**src/rtl/dac_out_pio.sv**
```systemverilog
// dac_out_pio: Avalon-MM output PIO feeding a parallel DAC.
// Software pushes samples into a FIFO. A programmable divider pops one sample
// per DIVISOR+1 clocks onto out_port and pulses sample_strobe with the update.
// Optional build macro: DAC_OUT_PIO_IRQ_EN adds the irq output, CONTROL bit2
// (irq_mask) and STATUS bit12 (half-empty).
module dac_out_pio #(
    parameter int DATA_WIDTH = 8,
    parameter int FIFO_DEPTH = 16,
    parameter int DIV_WIDTH  = 16,
    parameter int DIV_RESET  = 999
) (
    input  logic                  clk,
    input  logic                  reset,
    input  logic [1:0]            address,
    input  logic                  chipselect,
    input  logic                  write_n,
    input  logic [31:0]           writedata,
    output logic [31:0]           readdata,
    output logic [DATA_WIDTH-1:0] out_port,
    output logic                  sample_strobe
`ifdef DAC_OUT_PIO_IRQ_EN
    ,
    output logic                  irq
`endif
);

    localparam int AW = $clog2(FIFO_DEPTH);
    localparam int LW = AW + 1;
    localparam logic [LW-1:0]        FULL_LVL = LW'(FIFO_DEPTH);
    localparam logic [LW-1:0]        HALF_LVL = LW'(FIFO_DEPTH / 2);
    localparam logic [DIV_WIDTH-1:0] DIV_INIT = DIV_WIDTH'(DIV_RESET);

    // Bus decode
    logic wr;
    logic wr_data;
    logic wr_ctrl;
    logic wr_div;
    logic wr_stat;
    logic flush;

    // Control / status state
    logic                 enable;
    logic [DIV_WIDTH-1:0] divisor;
    logic [DIV_WIDTH-1:0] count;
    logic                 underflow;
    logic                 overflow;
    logic                 irq_mask;

    // Sample FIFO
    logic [DATA_WIDTH-1:0] fifo_mem [FIFO_DEPTH];
    logic [AW-1:0]         rd_ptr;
    logic [AW-1:0]         wr_ptr;
    logic [LW-1:0]         level;

    // Stage 0 (combinational) events evaluated in the current cycle
    logic tick_p0;
    logic pop_p0;
    logic push_ok;
    logic uf_set;
    logic of_set;
    logic half_empty;

    logic [31:0] rd_mux;
    logic        unused_bits;

    assign wr      = chipselect & ~write_n;
    assign wr_data = wr & (address == 2'd0);
    assign wr_ctrl = wr & (address == 2'd1);
    assign wr_div  = wr & (address == 2'd2);
    assign wr_stat = wr & (address == 2'd3);
    assign flush   = wr_ctrl & writedata[1];

    // A flush on the tick cycle suppresses the tick entirely.
    assign tick_p0    = enable & (count == '0) & ~flush;
    assign pop_p0     = tick_p0 & (level != '0);
    // A full FIFO still accepts a push when the head leaves in the same cycle.
    assign push_ok    = wr_data & ((level != FULL_LVL) | pop_p0);
    assign uf_set     = tick_p0 & (level == '0);
    assign of_set     = wr_data & ~push_ok;
    assign half_empty = (level <= HALF_LVL);

    assign unused_bits = ^writedata;

    // Divider: held at DIVISOR while disabled or flushed, reloads on reaching zero
    always_ff @(posedge clk) begin
        if (reset) begin
            count <= DIV_INIT;
        end else if (flush || !enable || count == '0) begin
            count <= divisor;
        end else begin
            count <= count - DIV_WIDTH'(1);
        end
    end

    // Control registers: enable, divisor, sticky error flags
    always_ff @(posedge clk) begin
        if (reset) begin
            enable    <= 1'b0;
            divisor   <= DIV_INIT;
            underflow <= 1'b0;
            overflow  <= 1'b0;
        end else begin
            if (wr_ctrl) enable <= writedata[0];
            if (wr_div)  divisor <= writedata[DIV_WIDTH-1:0];
            // A new event wins over a simultaneous write-1-to-clear.
            underflow <= uf_set | (underflow & ~(wr_stat & writedata[10]));
            overflow  <= of_set | (overflow & ~(wr_stat & writedata[11]));
        end
    end

    // FIFO storage write port (data only, no reset)
    always_ff @(posedge clk) begin
        if (push_ok) fifo_mem[wr_ptr] <= writedata[DATA_WIDTH-1:0];
    end

    // FIFO pointers and fill level
    always_ff @(posedge clk) begin
        if (reset || flush) begin
            rd_ptr <= '0;
            wr_ptr <= '0;
            level  <= '0;
        end else begin
            if (push_ok) wr_ptr <= wr_ptr + AW'(1);
            if (pop_p0)  rd_ptr <= rd_ptr + AW'(1);
            if (push_ok && !pop_p0)      level <= level + LW'(1);
            else if (!push_ok && pop_p0) level <= level - LW'(1);
        end
    end

    // ---- stage 0 -> stage 1: popped head drives the DAC with a one-cycle strobe ----
    always_ff @(posedge clk) begin
        if (reset) begin
            out_port      <= '0;
            sample_strobe <= 1'b0;
        end else begin
            sample_strobe <= pop_p0;
            if (pop_p0) out_port <= fifo_mem[rd_ptr];
        end
    end

`ifdef DAC_OUT_PIO_IRQ_EN
    // Interrupt mask register and registered interrupt output
    always_ff @(posedge clk) begin
        if (reset) begin
            irq_mask <= 1'b0;
            irq      <= 1'b0;
        end else begin
            if (wr_ctrl) irq_mask <= writedata[2];
            irq <= irq_mask & (half_empty | underflow);
        end
    end
`else
    assign irq_mask = 1'b0;
`endif

    // Read mux: register map decode, unused bits return zero
    always_comb begin
        rd_mux = '0;
        case (address)
            2'd0: rd_mux[DATA_WIDTH-1:0] = out_port;
            2'd1: begin
                rd_mux[0] = enable;
                rd_mux[2] = irq_mask;
            end
            2'd2: rd_mux[DIV_WIDTH-1:0] = divisor;
            default: begin
                rd_mux[7:0] = 8'(level);
                rd_mux[8]   = (level == '0);
                rd_mux[9]   = (level == FULL_LVL);
                rd_mux[10]  = underflow;
                rd_mux[11]  = overflow;
`ifdef DAC_OUT_PIO_IRQ_EN
                rd_mux[12]  = half_empty;
`else
                rd_mux[12]  = 1'b0 & half_empty;
`endif
            end
        endcase
    end

    // Registered read data, one cycle after the address
    always_ff @(posedge clk) begin
        if (reset) readdata <= '0;
        else       readdata <= rd_mux;
    end

endmodule

```
**config.mk**
```make
export PLATFORM = sky130hd
export DESIGN_NAME = dac_out_pio
export DESIGN_NICKNAME = d
export VERILOG_FILES = /design/src/rtl/dac_out_pio.sv
export SDC_FILE = /design/constraint.sdc
export NUM_CORES = 1
export LEC_CHECK = 0
export CORE_MARGIN = 2
export CORE_UTILIZATION = 64
export CTS_BUF_LIST = sky130_fd_sc_hd__clkbuf_4 sky130_fd_sc_hd__clkbuf_8
export CTS_CLUSTER_DIAMETER = 200
export DETAILED_ROUTE_END_ITERATION = 7
export PLACE_DENSITY = 0.88
export RECOVER_POWER = 100
export SYNTH_ARGS = -nofsm -noshare
export SYNTH_HDL_FRONTEND = slang
export SYNTH_SLANG_ARGS = --single-unit
```
**constraint.sdc**
```tcl
create_clock -name clk -period 6.7 [get_ports clk]
set_clock_uncertainty 0.05 [all_clocks]
set_input_delay 1.34 -clock clk [delete_from_list [all_inputs] [get_ports clk]]
set_output_delay 1.34 -clock clk [all_outputs]
set_load 0.01 [all_outputs]
```
# Word-level counts from Yosys, hierarchy flattened
# Memory sizes are Yosys's and may differ from the RTL's. A register that Yosys moved wholly into a read port is not among the register bits.
# Cells that the tools add are included.
# word_totals
regBits	81
ram_bits	128
in_bits	38
output_inout_bits	41
word_cells	73
memories	1
# op_classes
add_sub_neg	5
eq_ne	5
n_mux	10
n_bitwise	25
n_reduce_logical	15
# mem_list
memory	words	word_bits	rd	rd_ports_with_merged_regs	wr	line_no	text
fifo_mem	16	8	1	1	1	50	logic [DATA_WIDTH-1:0] fifo_mem [FIFO_DEPTH];
# ops
op	count
1-bit AND	16
16-bit zero test	1
16-bit 2-to-1 mux	1
16-bit by 1-bit subtractor with 16-bit output, second input constant	1
5-bit one-hot mux with 3 select lines	1
5-bit 2-to-1 mux	2
5-bit one-hot mux with 2 select lines	1
1-bit one-hot mux with 3 select lines	3
4-bit by 1-bit adder with 4-bit output, second input constant	2
1-bit NOT	6
5-bit by 1-bit adder with 5-bit output, second input constant	1
5-bit == test, second input constant	1
5-bit zero test	1
5-bit != test, second input constant	1
5-bit nonzero test	1
5-bit by 1-bit subtractor with 5-bit output, second input constant	1
2-bit == test, second input constant	2
2-bit OR reduction	2
1-bit zero test	3
1-bit logical OR	3
1-bit OR	3
2-bit by 1-bit == test with 1-bit output, second input constant	1
1-bit logical AND	2
2-bit zero test	1
other kinds (2)	3

# Depth between registers and ports, before layout
# logic_depth
depth_word	13
depth_mapped	15
mapped_depth_nobuf	14

# Worst setup path before layout
# Ideal clock, no wire load.
# synth_timing
kind	in2reg
startpoint	input port address[0]
endpoint	register level[4]
setup_ns	0.071
arrival_time_ns	4.079
required_time_ns	6.579
setup_slack_ns	2.501
path_stages	14
path_buffers	2
cell_sequence	buf_2 > nand3b_1 > o21ai_0 > nor3_2 > inv_2 > clkbuf_1 > ha_1 > inv_1 > fa_1 > a21o_1 > a21oi_1 > xnor2_1 > or3_1 > a21oi_1
# synth_between
elab_chain_len	11
elab_cells_between_ends	17
cone_classes	eq/ne: 1; mux: 1; bitwise: 8; reduce/logical: 7
# synth_rtl
element	line_no	text
start: declaration	14	input logic [1:0] address,
2-bit by 1-bit == test with 1-bit output	68	assign wr_ctrl = wr & (address == 2'd1);
1-bit AND	68	
1-bit AND	71	assign flush = wr_ctrl & writedata[1];
1-bit NOT	74	assign tick_p0 = enable & (count == '0) & ~flush;
1-bit AND	74	
1-bit AND	75	assign pop_p0 = tick_p0 & (level != '0);
1-bit OR	77	assign push_ok = wr_data & ((level != FULL_LVL) | pop_p0);
1-bit AND	77	
1-bit zero test	126	else if (!push_ok && pop_p0) level <= level - LW'(1);
1-bit logical AND	126	
2-bit nonzero test (no line)	-	
end signal: assignment	125	if (push_ok && !pop_p0) level <= level + LW'(1);
end signal: assignment	126	
end: declaration	53	logic [LW-1:0] level;
# Parallel ways exist; a longest one is shown, timed or not.
# A chain may end at the register's enable or synchronous reset.

# Final worst setup path
# layout_timing
startpoint	input port address[1]
endpoint	register level[4]
# The elaborated chain is that of the path after synthesis.

==> impl_metrics.toml <==
[run_status]
status = "finished, violations left"
violations = "max-capacitance violations, max-slew violations"

[worst_setup_path]
reg2reg_from = "count[0]$_SDFF_PP1_"
regToRegSetupSlack_ns = 2.63
critical_path_required_ns = 7.14
timing.critical_path.from = "address[1]"
endpoint_kind = "register"
critPathMaxFanout = 21
arrival_ns = 5.88
path_class = "input port to register"
worstSetupStartpointType = "input port"
r2r_cells = 14

[floorplan]
die_h_microns = 118
start_util_pct = 65.4
dieArea_sq_mm = 0.0138
die_w_microns = 118
fp-row-count = 41
ios = 79
core_area_sq_mm = 0.0126

[drt]
drc = 0
top_layer = "met4"
via_per_inst = 6.11
routed_wirelength_mm = 17.8
wl_met1_mm = 6.72
wl_met3_mm = 1.74
routed-via-count = 5309
ant_nets = 0
dr.pass1.iters = 5
initialDrtViolationCount = 638
avgRoutedWirePerCell_microns = 20.4
met2_length_mm = 8.76

[clock_network]
path_clk_slew_ns = 0.06
cts_buffers = 30
clock_sinks = 201
cts_tree = "yes"
worstSkewPairLatency_ns = 0.57
post_cts_buffers = 0
cts-resized-gates = 0
hold_buffers = 0
htree_num_levels = 1
ctsRootBufferMaster = "clkbuf_8"
cts_buffer_depth = 3

[cells_and_area]
regArea_sq_mm = 0.00531
nFillCells = 753
drive_above_1_share_pct = 13.1
antennaDiodeCount = 0
final_util_pct = 74.6
nets = 723
multi_input_area_sq_mm = 0.00270
area_growth_syn_to_layout_pct = 14.1

[hold_path]
min_from = "out_port[4]$_SDFFE_PP0P_"
hold_class = "register to register"
holdPathStages = 2

[global_routing]
grt-ovfl-total = 0
grt_max_degree = 42
grt_pass1_wl_mm = 27.8
first_global_vias = 5186
grt_usage_pct = 25.9
antenna_found_initial = 0

[logic_synthesis]
yosysUniqueCellTypes = 49
ys_ff_latch = 201
yosys_warnings = 0
synth_cells = 621
synth-edff-count = 128
avgSynthCellArea_sq_um = 13.3
synth-seq-area-share_pct = 64.3
async_flop_share_pct = 0
synthFlopType = "edfxtp_1"
netlist_area_sq_mm = 0.00825

[job]
max_cap_viol_count = 1

[timing]
rsz0062_at_grt = "no"
drv_slew = 17
max_freq_mhz = 184
worst_slew_pin_slew_ns = 1.86
maxSlewHeadroom_pct = -25.5
finalCriticalPeriod_ns = 5.44
final.period_utilization_pct = 81.2
tns_ns = 0
hold_viol_final = 0
finalSetupViolations = 0

[placed_design]
portBuffers = 46
post-dp-hpwl_mm = 11.8
gp_congestion = 0.903

[pwr]
pwr_density_cell_mw_per_mm2 = 261
p_leak_uw = 0.00328
vdd_drop_max_v = 0.000241
-- kinds of logic after synthesis --
| family | after synthesis | synth area share, % |
|---|---|---|
| AO/OA/AOI/OAI | 83 | 6.66 |
| XOR/XNOR | 19 | 2.02 |
| adder cells (fa/ha/maj) | 12 | 1.91 |
| buffers and inverters | 60 | 3.58 |
| flip-flops | 201 | 64.3 |
| multiplexers | 56 | 10.7 |
| other | 1 | 0.0455 |
| AND/OR/NAND/NOR | 189 | 10.8 |
-- worst paths after layout --
check | endpoint
worst max register to register | level[4]$_SDFFE_PP0P_
worst min register to register | out_port[4]$_SDFFE_PP0P_
worst min-delay path | out_port[4]$_SDFFE_PP0P_
worst max-delay path | level[4]$_SDFFE_PP0P_
-- area by class of cell --
type                       count  share of cell area [%]
sequential                   201                    56.4
multi-input combinational    375                    28.7
clock buffer                  46                    6.00
timing repair buffer          54                    5.37
tap                          172                    2.29
clock inverter                10                   0.824
inverter                      11                   0.439
-- sequential cells by signal (all words and copies together), names as in the netlist --
| name | count |
|---|---|
| readdata | 16 |
| enable | 1 |
| divisor | 16 |
| wr_ptr | 4 |
| count | 16 |
| sample_strobe | 1 |
| fifo_mem | 128 |
| overflow | 1 |
| underflow | 1 |
| level | 5 |
| out_port | 8 |
| rd_ptr | 4 |
-- placed cells by master (no fill, tap or decap), types with 3 or more instances in the layout --
| cell | synthesis | routed |
|---|---|---|
| a211oi_1 | 9 | 9 |
| a21oi_1 | 26 | 26 |
| a221oi_1 | 4 | 4 |
| a22oi_1 | 22 | 22 |
| and2_1 | 6 | 4 |
| and3_1 | 4 | 4 |
| buf_4 | 16 | 4 |
| clkbuf_1 | 19 | 4 |
| clkbuf_4 | 0 | 11 |
| clkbuf_8 | 0 | 35 |
| clkdlybuf4s50_1 | 0 | 12 |
| clkinv_1 | 0 | 7 |
| conb_1 | 1 | 16 |
| dfxtp_1 | 73 | 72 |
| dlygate4sd3_1 | 0 | 34 |
| edfxtp_1 | 128 | 128 |
| ha_1 | 11 | 11 |
| inv_1 | 10 | 11 |
| mux2_2 | 6 | 6 |
| mux2i_1 | 25 | 25 |
| mux4_2 | 25 | 25 |
| nand2_1 | 68 | 68 |
| nand3_1 | 18 | 18 |
| nand3b_1 | 3 | 3 |
| nor2_1 | 54 | 54 |
| nor2b_1 | 4 | 4 |
| nor3_1 | 16 | 16 |
| nor4_1 | 3 | 3 |
| o211ai_1 | 5 | 5 |
| o21ai_0 | 5 | 7 |
| o22ai_1 | 3 | 3 |
| xnor2_1 | 15 | 15 |
| xor2_1 | 4 | 4 |
-- routing by layer --
| metal | up-vias | global-route usage [%] |
|---|---|---|
| li1 | 2371 | - |
| met1 | 2579 | 34.1 |
| met2 | 315 | 43.5 |
| met3 | 44 | 5.86 |
| met4 | 0 | 7.98 |
| met5 | - | 0 |
-- report_power, final --
group,internal (uW),switching [uW],total (uW)
sequential,1330,8.33,1330
clock,576,450,1030
combinational,33.8,58.1,92.0
total,1940,517,2450
-- Yosys cell counts, types with 8 or more instances --
master,instances,area (sq um)
edfxtp_1,128,3840
dfxtp_1,73,1460
nand2_1,68,255
nor2_1,54,203
a21oi_1,26,130
mux2i_1,25,250
mux4_2,25,563
a22oi_1,22,165
clkbuf_1,19,71.3
nand3_1,18,90.1
buf_4,16,120
nor3_1,16,80.1
xnor2_1,15,131
ha_1,11,138
inv_1,10,37.5
a211oi_1,9,67.6
buf_2,8,40.0
-- through the flow --
step	setup WS, ns	cells	hold slack, ns	instance area [sq um]	total power, uW
finish	1.26	869	0.428	9410	2450
global route	0.989	869	0.458	9410	2520
CTS	2.13	869	0.430	9430	2460
detailed placement	1.56	813	0.419	8790	1450
global placement	1.67	813	0.414	8790	1450
floorplan	2.50	636	0.395	8300	1410
-- critical path, cell delays in order --
cell and delay, ns:
dlygate4sd3_1 0.55, clkbuf_1 0.82, nand2b_1 0.25, o21ai_0 0.21, nor3_2 0.60, inv_1 0.41
ha_1 0.35, inv_1 0.14, ha_1 0.29, a21o_1 0.20, a21oi_1 0.19, xnor2_1 0.09
or3_1 0.30, a21oi_1 0.14
Note: power is estimated with default switching activity, not from simulation.
